`src/rtl/fact_arbiter.sv`:
```
`timescale 1ns/1ps
// fact_arbiter
// Round-robin front end that time-shares one Factorial engine (go/done
// handshake) among NREQ requesters. The winner's operand is latched and
// held on eng_in for the whole operation. The arbiter only accepts a done
// that follows a low phase, so a done level left over from the previous
// operation is never mistaken for a new result. The result goes back to
// the owner over a one-hot valid/ack handshake. A saturating cycle counter
// turns a silent engine into an error response.
module fact_arbiter #(
  parameter int NREQ  = 4,
  parameter int IWIDE = 4,
  parameter int OWIDE = 32,
  parameter int TMAX  = 1023
) (
  input  logic                    Clk,
  input  logic                    Rst,
  input  logic [NREQ-1:0]         req,
  input  logic [NREQ*IWIDE-1:0]   req_in,
  output logic [NREQ-1:0]         grant,
  output logic [NREQ-1:0]         resp_valid,
  input  logic [NREQ-1:0]         resp_ack,
  output logic [OWIDE-1:0]        resp_data,
  output logic                    resp_err,
  output logic                    eng_go,
  output logic [IWIDE-1:0]        eng_in,
  input  logic                    eng_done,
  input  logic [OWIDE-1:0]        eng_out,
  output logic                    busy
);

  localparam int PW = (NREQ > 1) ? $clog2(NREQ) : 1;
  localparam int CW = $clog2(TMAX + 1);
  localparam logic [NREQ-1:0] ONE_HOT0 = NREQ'(1);

  typedef enum logic [2:0] {
    IDLE,
    ISSUE,
    WAIT_LO,
    WAIT_HI,
    RESP
  } state_t;

  state_t            r_state;
  state_t            w_nextState;

  logic [PW-1:0]     r_ptr;
  logic [PW-1:0]     r_grantIdx;
  logic [NREQ-1:0]   r_grant;
  logic [IWIDE-1:0]  r_engIn;
  logic [OWIDE-1:0]  r_respData;
  logic              r_respErr;
  logic [CW-1:0]     r_cnt;

  logic [IWIDE-1:0]  w_operand [NREQ];
  logic              w_found;
  logic [PW-1:0]     w_pickIdx;
  logic [PW-1:0]     w_cand;
  logic              w_cntHit;
  logic              w_loadGrant;
  logic              w_release;
  logic              w_capture;
  logic              w_timeout;
  logic              w_cntClr;
  logic              w_cntInc;

  // Slice the flat operand bus into one operand per requester.
  genvar gi;
  generate
    for (gi = 0; gi < NREQ; gi++) begin : g_operand
      assign w_operand[gi] = req_in[gi*IWIDE +: IWIDE];
    end
  endgenerate

  // Round-robin search: the first set req bit starting at the pointer, wrapping around.
  always_comb begin
    w_found   = 1'b0;
    w_pickIdx = '0;
    w_cand    = '0;
    for (int k = 0; k < NREQ; k++) begin
      w_cand = PW'((int'(r_ptr) + k) % NREQ);
      if (!w_found && req[w_cand]) begin
        w_found   = 1'b1;
        w_pickIdx = w_cand;
      end
    end
  end

  // The timeout fires on the last allowed wait cycle, so RESP is entered TMAX cycles after WAIT_LO entry.
  assign w_cntHit = (r_cnt >= CW'(TMAX - 1));

  // State register. Reset aborts any operation in flight.
  always_ff @(posedge Clk or negedge Rst) begin
    if (!Rst) begin
      r_state <= IDLE;
    end else begin
      r_state <= w_nextState;
    end
  end

  // Next-state logic and per-cycle datapath strobes.
  always_comb begin
    w_nextState = r_state;
    w_loadGrant = 1'b0;
    w_release   = 1'b0;
    w_capture   = 1'b0;
    w_timeout   = 1'b0;
    w_cntClr    = 1'b0;
    w_cntInc    = 1'b0;
    case (r_state)
      IDLE: begin
        if (w_found) begin
          w_loadGrant = 1'b1;
          w_nextState = ISSUE;
        end
      end
      ISSUE: begin
        w_cntClr    = 1'b1;
        w_nextState = WAIT_LO;
      end
      WAIT_LO: begin
        w_cntInc = 1'b1;
        if (w_cntHit) begin
          w_timeout   = 1'b1;
          w_nextState = RESP;
        end else if (!eng_done) begin
          w_nextState = WAIT_HI;
        end
      end
      WAIT_HI: begin
        w_cntInc = 1'b1;
        if (eng_done) begin
          w_capture   = 1'b1;
          w_nextState = RESP;
        end else if (w_cntHit) begin
          w_timeout   = 1'b1;
          w_nextState = RESP;
        end
      end
      RESP: begin
        if (resp_ack[r_grantIdx] || !req[r_grantIdx]) begin
          w_release   = 1'b1;
          w_nextState = IDLE;
        end
      end
      default: begin
        w_nextState = IDLE;
      end
    endcase
  end

  // Grant, pointer, latched operand and response registers.
  always_ff @(posedge Clk or negedge Rst) begin
    if (!Rst) begin
      r_ptr      <= '0;
      r_grantIdx <= '0;
      r_grant    <= '0;
      r_engIn    <= '0;
      r_respData <= '0;
      r_respErr  <= 1'b0;
    end else begin
      if (w_loadGrant) begin
        r_grant    <= ONE_HOT0 << w_pickIdx;
        r_grantIdx <= w_pickIdx;
        r_engIn    <= w_operand[w_pickIdx];
      end
      if (w_capture) begin
        r_respData <= eng_out;
        r_respErr  <= 1'b0;
      end
      if (w_timeout) begin
        r_respData <= '0;
        r_respErr  <= 1'b1;
      end
      if (w_release) begin
        r_grant <= '0;
        if (r_grantIdx == PW'(NREQ - 1)) begin
          r_ptr <= '0;
        end else begin
          r_ptr <= r_grantIdx + 1'b1;
        end
      end
    end
  end

  // Wait-cycle counter. It saturates at TMAX instead of wrapping.
  always_ff @(posedge Clk or negedge Rst) begin
    if (!Rst) begin
      r_cnt <= '0;
    end else if (w_cntClr) begin
      r_cnt <= '0;
    end else if (w_cntInc && (r_cnt != CW'(TMAX))) begin
      r_cnt <= r_cnt + 1'b1;
    end
  end

  assign grant      = r_grant;
  assign resp_valid = (r_state == RESP) ? r_grant : '0;
  assign resp_data  = r_respData;
  assign resp_err   = r_respErr;
  assign eng_go     = (r_state == ISSUE);
  assign eng_in     = r_engIn;
  assign busy       = (r_state != IDLE);

endmodule

```
`config.mk`:
```
export PLATFORM = sky130hd
export DESIGN_NAME = fact_arbiter
export DESIGN_NICKNAME = d
export VERILOG_FILES = /design/src/rtl/fact_arbiter.sv
export SDC_FILE = /design/constraint.sdc
export NUM_CORES = 1
export LEC_CHECK = 0
export ABC_AREA = 1
export CAP_MARGIN = 20
export CORE_ASPECT_RATIO = 0.8
export CORE_MARGIN = 10
export CORE_UTILIZATION = 32
export CTS_CLUSTER_SIZE = 16
export DETAILED_ROUTE_END_ITERATION = 16
export DONT_BUFFER_PORTS = 1
export RECOVER_POWER = 50
export SYNTH_ARGS = -nofsm -noshare
export SYNTH_HDL_FRONTEND = slang
export SYNTH_SLANG_ARGS = --single-unit
```
`constraint.sdc`:
```
create_clock -name Clk -period 1.8 [get_ports Clk]
set_clock_uncertainty 0.05 [all_clocks]
set_input_delay 0.27 -clock Clk [delete_from_list [all_inputs] [get_ports Clk]]
set_output_delay 0.27 -clock Clk [all_outputs]
set_load 0.05 [all_outputs]
```
## Word level (Yosys, flattened, before mapping)

Cells that the tools add are included.

| word-level totals | value |
|---|---|
| register bits after elaboration | 58 |
| input bits | 59 |
| output and inout bits | 47 |
| logic and storage cells | 99 |

| cells by class | value |
|---|---|
| add/subtract/negate cells | 5 |
| $lt $le $gt $ge | 7 |
| eq/ne operators | 10 |
| shifts and indexed selects | 1 |
| muxes and demuxes | 51 |
| bitwise gates (word level) | 1 |
| reductions and logical operators | 16 |

Operators by type and width:

| kind | number |
|---|---|
| $mux W32 | 2 |
| $mux W1 | 22 |
| $mux W10 | 2 |
| $mux W4 | 5 |
| $mux W3 | 6 |
| $lt A2 B3 Y1 const B | 5 |
| $pmux W3 S5 | 1 |
| $bmux W1 S2 | 6 |
| $add A10 B1 Y10 const B | 1 |
| $ge A10 B10 Y1 const B | 1 |
| $mux W2 | 5 |
| $ne A10 B10 Y1 const B | 1 |
| $bmux W4 S2 | 1 |
| $eq A3 B2 Y1 const B | 2 |
| $ne A3 B3 Y1 const B | 2 |
| $reduce_bool A2 Y1 | 3 |
| $add A2 B1 Y2 const B | 2 |
| $add A2 B2 Y2 const B | 2 |
| $logic_and A1 B1 Y1 | 4 |
| $logic_not A1 Y1 | 4 |
| $ne A2 B2 Y1 const B | 2 |
| $reduce_and A4 Y1 | 1 |
| $shl A1 B2 Y4 const A | 1 |
| $eq A3 B1 Y1 const B | 1 |
| 9 further kinds | 9 |

## Longest topological paths before layout

Gate-level depths: netlist of run 1.

| logic depth | value |
|---|---|
| depth in word-level cells | 16 |
| gate-level depth with buffers | 15 |
| depth with buffers taken out | 15 |

## Least setup slack after synthesis of run 1

No wires, ideal clock.

| timing path | value |
|---|---|
| kind | flip-flop to output port |
| start | register r_state[1] |
| end | output resp_valid[0] |
| data arrival time | 1,436 ps |
| data required time | 1,480 ps |
| slack | 44 ps |
| stages on the path, launching flop included | 4 |
| path buffers | 0 |
| cell sequence | dfrtp_1 > nor3_1 > inv_1 > nor2_1 |

| between the ends | value |
|---|---|
| word-level cells in the longest chain between the ends | 2 |

Ends and longest elaborated chain:

| item | RTL line | RTL |
|---|---|---|
| start, declared | 44 | `state_t r_state;` |
| start signal, assigned | 97 | `r_state <= w_nextState;` |
| $eq A3 B3 Y1 | 198 | `assign resp_valid = (r_state == RESP) ? r_grant : '0;` |
| $mux W4 | 198 |  |
| end, declared | 21 | `output logic [NREQ-1:0] resp_valid,` |

No other way between the ends.

## Worst setup path in the final report of run 1

| timing path | value |
|---|---|
| start | register r_ptr[1] |
| end | register r_engIn[0] (netlist: eng_in[0]) |

| between the ends | value |
|---|---|
| word-level cells in the longest chain between the ends | 16 |
| elaborated cells on any way between the ends | 31 |
| those cells by class | add/sub: 3; mux: 21; bitwise: 1; reduce/logical: 6 |

Ends and longest elaborated chain:

| item | RTL line | RTL |
|---|---|---|
| start, declared | 47 | `logic [PW-1:0] r_ptr;` |
| start signal, assigned | 180 | `r_ptr <= r_grantIdx + 1'b1;` |
| branches (longest 16 deep; another with $add A2 B1 Y2) | -- |  |
| end signal, assigned | 165 | `r_engIn <= w_operand[w_pickIdx];` |
| end, declared | 50 | `logic [IWIDE-1:0] r_engIn;` |

Parallel ways; which one is timed is not known. The select of a mux whose other input is x is not followed.
A chain may end at the register's enable or synchronous reset.

==> results.sh, run 1 <==
export IMPL_synth_avg_cell_area_um2=7.61
export IMPL_grt_pass1_wl_um=13900
export IMPL_design_area_um2=3910
export IMPL_layout_min_cycle_time_ns=1.83
export IMPL_syn_to_final_growth_pct=29.7
export IMPL_cts_sinks=58
export IMPL_cts_root_buf="clkbuf_16"
export IMPL_hold_start="eng_out[25]"
export IMPL_synth_fp_nets=458
export IMPL_grt_overflow_total=0
export IMPL_rr_startpoint="r_ptr[1]$_DFFE_PN0P_"
export IMPL_clockBufferDepth=2
export IMPL_ys_async_sr_fraction_pct=100
export IMPL_drive_gt1_share_pct=24.7
export IMPL_p_per_area_nw_per_um2=2320
export IMPL_ant_nets=0
export IMPL_crit_required_ns=1.96
export IMPL_place_area_um2=3310
export IMPL_route_vias_total=2706
export IMPL_synth_edf_count=0
export IMPL_maxCapViolCount=0
export IMPL_yosys_area_top_type="dfrtp_1"
export IMPL_netlist_area_um2=3020
export IMPL_io_buffers=0
export IMPL_ys_ff_latch=58
export IMPL_slew_headroom_pct=47.8
export IMPL_drtPass1Iterations=4
export IMPL_setup_slack_ns=-0.0341
export IMPL_htree_levels=3
export IMPL_pre_cts_ws_ns=-0.0684
export IMPL_setup_viol=4
export IMPL_cts_clk_slew_worst_paths_ns=0.06
export IMPL_hold_class="in -> reg"
export IMPL_rsz0062_at_grt="yes"
export IMPL_r2r_setup_slack_ns=-0.03
export IMPL_crit_arrival_ns=1.99
export IMPL_die_h_um=107
export IMPL_drt_iter0_markers=146
export IMPL_fp_dieW_um=129
export IMPL_cts_tree="done"
export IMPL_total_power_mw=9.09
export IMPL_final_common_cell="nand2_1"
export IMPL_die_area_um2=13700
export IMPL_synth_cell_types=31
export IMPL_critical_path_class="reg -> reg"
export IMPL_synth_seq_area_share_pct=48.1
export IMPL_design_core_area_um2=9110
export IMPL_final_cell_mix="nand2_1 (127), dfrtp_1 (56), nand3_1 (46)"
export IMPL_grt_max_degree=59
export IMPL_grt_usage_pct=12.3
export IMPL_violations="negative setup slack"
export IMPL_yosys_top_cells_area="dfrtp_1 (48%), nand2_1 (18%), nand3_1 (8.0%)"
export IMPL_end_kind="register"
export IMPL_drc_errors=0
export IMPL_maxSlewViolCount=0
export IMPL_hold_path_end="resp_data[25]$_DFFE_PN0P_"
export IMPL_fin_crit_sh_pct=102
export IMPL_wl_um=8570
export IMPL_outcome="complete, but fails checks"
export IMPL_wire_per_inst_um=15.6
export IMPL_hold_viol=0
export IMPL_vias_per_cell=4.92
export IMPL_yosys_warnings=0
export IMPL_row_count=31
export IMPL_place_gp_congestion=0.869
export IMPL_numCtsBuffers=9
export IMPL_synth_ff_type="dfrtp_1"
export IMPL_vdd_drop_max_uv=869
export IMPL_setup_tns_ns=-0.110
export IMPL_worstSetupStartpointType="register"
export IMPL_whs_path_depth=2
export IMPL_syn_inst=396
export IMPL_rr_worst_depth=14
export IMPL_clk_latency_ns=0.32
export IMPL_timing_rr_end="eng_in[0]$_DFFE_PN0P_"
export IMPL_synth_top_area_share_pct=48.1
export IMPL_leakagePower_nw=1.98
export IMPL_hpwl_um=6180
export IMPL_worstPathMaxFanout=6
export IMPL_nets=491
export IMPL_grt_pass1_vias=2758
export IMPL_initial_utilization_pct=33.1
export IMPL_worst_pin_slew_ns=0.783
export IMPL_antenna_found_initial=1
export IMPL_clock_fmax_ghz=0.545
export IMPL_ios=106
-- worst max-delay path by stage --
stage                                 from                    end  slack, ns
floorplan           r_state[1]$_DFFE_PN0P_          resp_valid[0]       0.04
global placement      r_ptr[0]$_DFFE_PN0P_  eng_in[3]$_DFFE_PN0P_       0.02
detailed placement    r_ptr[0]$_DFFE_PN0P_  eng_in[2]$_DFFE_PN0P_      -0.07
CTS                   r_ptr[0]$_DFFE_PN0P_  eng_in[0]$_DFFE_PN0P_      -0.01
global route          r_ptr[0]$_DFFE_PN0P_  eng_in[0]$_DFFE_PN0P_      -0.12
finish                r_ptr[1]$_DFFE_PN0P_  eng_in[0]$_DFFE_PN0P_      -0.03
-- area by class of cell --
class | instances | area (µm²)
multi-input combinational | 288 | 1550
clock inverter | 7 | 101
tap | 115 | 144
sequential | 58 | 1450
fill | 896 | 5200
antenna | 1 | 2.50
clock buffer | 9 | 225
inverter | 42 | 170
timing repair buffer | 30 | 260
-- cell usage after synthesis, types with 3 or more instances --
master,n
nand2_1,148
dfrtp_1,58
nand3_1,48
inv_1,37
nor2_1,23
nor3_1,11
o21ai_0,9
a21oi_1,8
buf_2,6
nand2_2,5
nand3b_1,5
clkbuf_1,4
inv_2,4
nand3_2,4
nor3b_1,4
ha_1,3
nand2_4,3
o31ai_1,3
-- state kept, by name (all words and copies together), names as in the netlist --
| name | count |
|---|---|
| resp_err | 1 |
| eng_in | 4 |
| grant | 4 |
| r_cnt | 10 |
| r_grantIdx | 2 |
| resp_data | 32 |
| r_state | 3 |
| r_ptr | 2 |
-- per-layer routing --
layer  vias up  wire [µm]  GRT usage (%)
met5         -          0              0
met4         0         82           2.86
met3         6        585           5.32
met2        61       4360           20.2
met1      1301       3540           14.6
li1       1338          -              -
-- through the flow --
stage	utilization [%]	hold slack (ns)	std cells
4_1_cts	42.1	0.0191	547
3_3_place_gp	36.3	-0.0733	523
3_5_place_dp	36.3	-0.0732	523
5_1_grt	42.9	0.0293	550
2_1_floorplan	-	-0.0756	396
6_report	42.9	0.0357	550
-- logic make-up (layout without fill, tap and decap cells) --
kind of cell,after synthesis,in the layout,synth area share [%]
AO/OA/AOI/OAI,28,28,5.77
XOR/XNOR,1,1,0.291
adder cells (fa/ha/maj),3,3,1.24
buffers and inverters,53,88,7.18
flip-flops,58,58,48.1
other,0,1,0
AND/OR/NAND/NOR,253,256,37.4
-- critical path, stage by stage (launching register included) --
cell     delay (ns)
dfrtp_2        0.47
inv_4          0.12
nand2_1        0.07
nand2_2        0.08
nand2_1        0.07
nand2_2        0.11
nor2_2         0.06
nor2_4         0.18
nand2_8        0.10
nand2_4        0.11
nand2_1        0.06
nand3_1        0.08
nand2_1        0.06
nand2_1        0.05
nand2_1        0.05
-- where the power goes --
group | leakage, nW | switching [mW] | internal, mW | total (mW)
Sequential | 0.738 | 1.75 | 1.81 | 3.56
Clock | 0.152 | 0.601 | 1.22 | 1.82
Combinational | 1.09 | 2.37 | 1.35 | 3.71
Total | 1.98 | 4.71 | 4.37 | 9.09
-- repair_timing --
item / 4_1_cts / 5_1_grt
setup buffers: 3 / 2
hold endpoints to repair: 58 / 0
pin swaps: 19 / 10
endpoints found under the setup margin: 10 / 55
gates resized for setup: 33 / 34
cloned: 3 / 0
hold buffers: 2 / 0
(Power assumes the default switching activity.)
==> run 2, diff against run 1 <==
PLACE_DENSITY_LB_ADDON = 0.15   (was default)
==> run 2 against run 1 <==
Net effect: the flow still finishes with violations (negative setup slack); critical path depth increased by 1; first-iteration DRC count increased by 5.5%; via count decreased by 0.44%; clock power decreased by 14%; total power decreased by 2.3%; flip-flop and latch count unchanged; routed wire length increased by 3.5%; die area unchanged; count of clock-buffer cells in the layout increased by 1; setup slack got worse by 0.015 ns; largest cell class unchanged.
==> results.sh, run 2 (synthesis results as in run 1) <==
export IMPL_outcome="complete, but fails checks"
export IMPL_violations="negative setup slack"
export IMPL_critPathCapture="eng_in[3]$_DFFE_PN0P_"
export IMPL_crit_arrival_ns=2.06
export IMPL_drtPass1Iterations=4
export IMPL_slowest_stage="dfrtp_2"
export IMPL_hpwl_um=6250
export IMPL_drive_gt1_share_pct=26.8
export IMPL_grt_pass1_vias=2582
export IMPL_maxSlewViolCount=0
export IMPL_vias_per_cell=4.85
export IMPL_fin_util_pct=42.9
export IMPL_vdd_drop_max_uv=866
export IMPL_cts_root_buf="clkbuf_16"
export IMPL_setup_viol=6
export IMPL_p_per_area_nw_per_um2=2270
export IMPL_cts_clk_slew_worst_paths_ns=0.06
export IMPL_layout_min_cycle_time_ns=1.85
export IMPL_initial_utilization_pct=33.1
export IMPL_htree_levels=3
export IMPL_path_common_cell="nand2_1"
export IMPL_cts_tree="done"
export IMPL_ant_nets=0
export IMPL_timing_rr_end="eng_in[3]$_DFFE_PN0P_"
export IMPL_rsz0062_at_grt="yes"
export IMPL_fin_crit_sh_pct=103
export IMPL_route_vias_total=2694
export IMPL_worstPathMaxFanout=8
export IMPL_clk_latency_ns=0.32
export IMPL_place_gp_congestion=0.797
export IMPL_syn_to_final_growth_pct=29.7
export IMPL_drc_errors=0
export IMPL_pre_cts_ws_ns=-0.0689
export IMPL_path_buf_inv=2
export IMPL_die_h_um=107
export IMPL_clock_fmax_ghz=0.541
export IMPL_wl_um=8870
export IMPL_crit_required_ns=2.01
export IMPL_cp_top_family="simple AND/OR/NAND/NOR gates"
export IMPL_hold_viol=0
export IMPL_numCtsBuffers=9
export IMPL_critical_path_class="reg -> reg"
export IMPL_drt_iter0_markers=154
export IMPL_grt_max_degree=59
export IMPL_rr_worst_depth=15
export IMPL_slowest_delay_ns=0.44
export IMPL_wire_per_inst_um=15.9
export IMPL_crit_path_cell_trace="clkinv_4 > buf_6 > nand2_2 > nand2_1 > nand2_1 > nand2_2 > a21oi_4 > nand2_4 > nand2_4 > nand2_1 > nand2_1 > nand2_1 > nand2_1 > nand2_1 > nand2_1"
export IMPL_hold_class="in -> reg"
export IMPL_hold_start="eng_out[13]"
export IMPL_maxCapViolCount=0
export IMPL_cts_sinks=58
export IMPL_worstSetupStartpointType="register"
export IMPL_instances_no_fill=556
export IMPL_critical_path_depth=15
export IMPL_fp_dieW_um=129
export IMPL_slew_headroom_pct=47.7
export IMPL_final_cell_mix="nand2_1 (127), dfrtp_1 (55), nand3_1 (45)"
export IMPL_nets=498
export IMPL_diodes=0
export IMPL_cp_startpoint="r_ptr[0]$_DFFE_PN0P_"
export IMPL_ios=106
export IMPL_setup_slack_ns=-0.0496
export IMPL_row_count=31
export IMPL_largest_reg_flops=32
export IMPL_leakagePower_nw=1.98
export IMPL_io_buffers=0
export IMPL_r2r_setup_slack_ns=-0.05
export IMPL_die_area_um2=13700
export IMPL_grt_usage_pct=12.2
export IMPL_dp_cells=526
export IMPL_final_common_cell="nand2_1"
export IMPL_end_kind="register"
export IMPL_antenna_found_initial=0
export IMPL_worst_pin_slew_ns=0.784
export IMPL_grt_pass1_wl_um=13700
export IMPL_grt_overflow_total=0
export IMPL_clockBufferDepth=2
export IMPL_rr_startpoint="r_ptr[0]$_DFFE_PN0P_"
export IMPL_design_core_area_um2=9110
-- run 2: metrics by stage --
stage | instance area (µm²) | hold WS, ns | setup TNS, ns | total power [mW]
after floorplan | 3020 | -0.0756 | 0 | 5.70
after global placement | 3320 | -0.0721 | -0.0124 | 6.58
after detailed placement | 3320 | -0.0716 | -0.228 | 6.60
after CTS | 3720 | 0.0225 | -0.155 | 8.48
after global routing | 3910 | 0.0231 | -1.27 | 9.50
final | 3910 | 0.0309 | -0.203 | 8.88
-- run 2: cell type report --
| cell class | instances | area (µm²) |
|---|---|---|
| fill | 908 | 5200 |
| clock inverter | 6 | 41.3 |
| multi-input combinational | 288 | 1570 |
| timing repair buffer | 37 | 297 |
| sequential | 58 | 1460 |
| clock buffer | 10 | 239 |
| tap | 115 | 144 |
| inverter | 42 | 170 |
-- run 2: worst min path at each step --
stage	end	slack [ns]	cells after the start
final	resp_data[13]$_DFFE_PN0P_	0.03	2
after CTS	resp_data[16]$_DFFE_PN0P_	0.02	2
after global placement	r_ptr[0]$_DFFE_PN0P_	-0.07	0
after detailed placement	r_ptr[0]$_DFFE_PN0P_	-0.07	0
after global routing	resp_data[13]$_DFFE_PN0P_	0.02	2
after floorplan	eng_in[0]$_DFFE_PN0P_	-0.08	0
-- run 2: metal layers --
metal  share of wire, %  global-route usage, %
met1                 45                   16.4
met2                 49                   18.3
met3                5.4                   4.58
met4               0.69                   2.86
met5                  0                      0
-- run 2: timing repair --
action                     4_1_cts  5_1_grt
pin swaps                        6       14
hold endpoints to repair        58        0
setup endpoints to repair       10       57
hold buffers                     2        0
gates cloned                     2        1
buffers inserted                 3        6
gates resized for setup         16       56
-- run 2: power breakdown --
part,leakage (nW),switching [mW],total (mW),internal (mW)
logic,1.12,2.37,3.74,1.37
clock network,0.131,0.607,1.57,0.966
registers,0.736,1.76,3.57,1.81
total,1.98,4.73,8.88,4.14
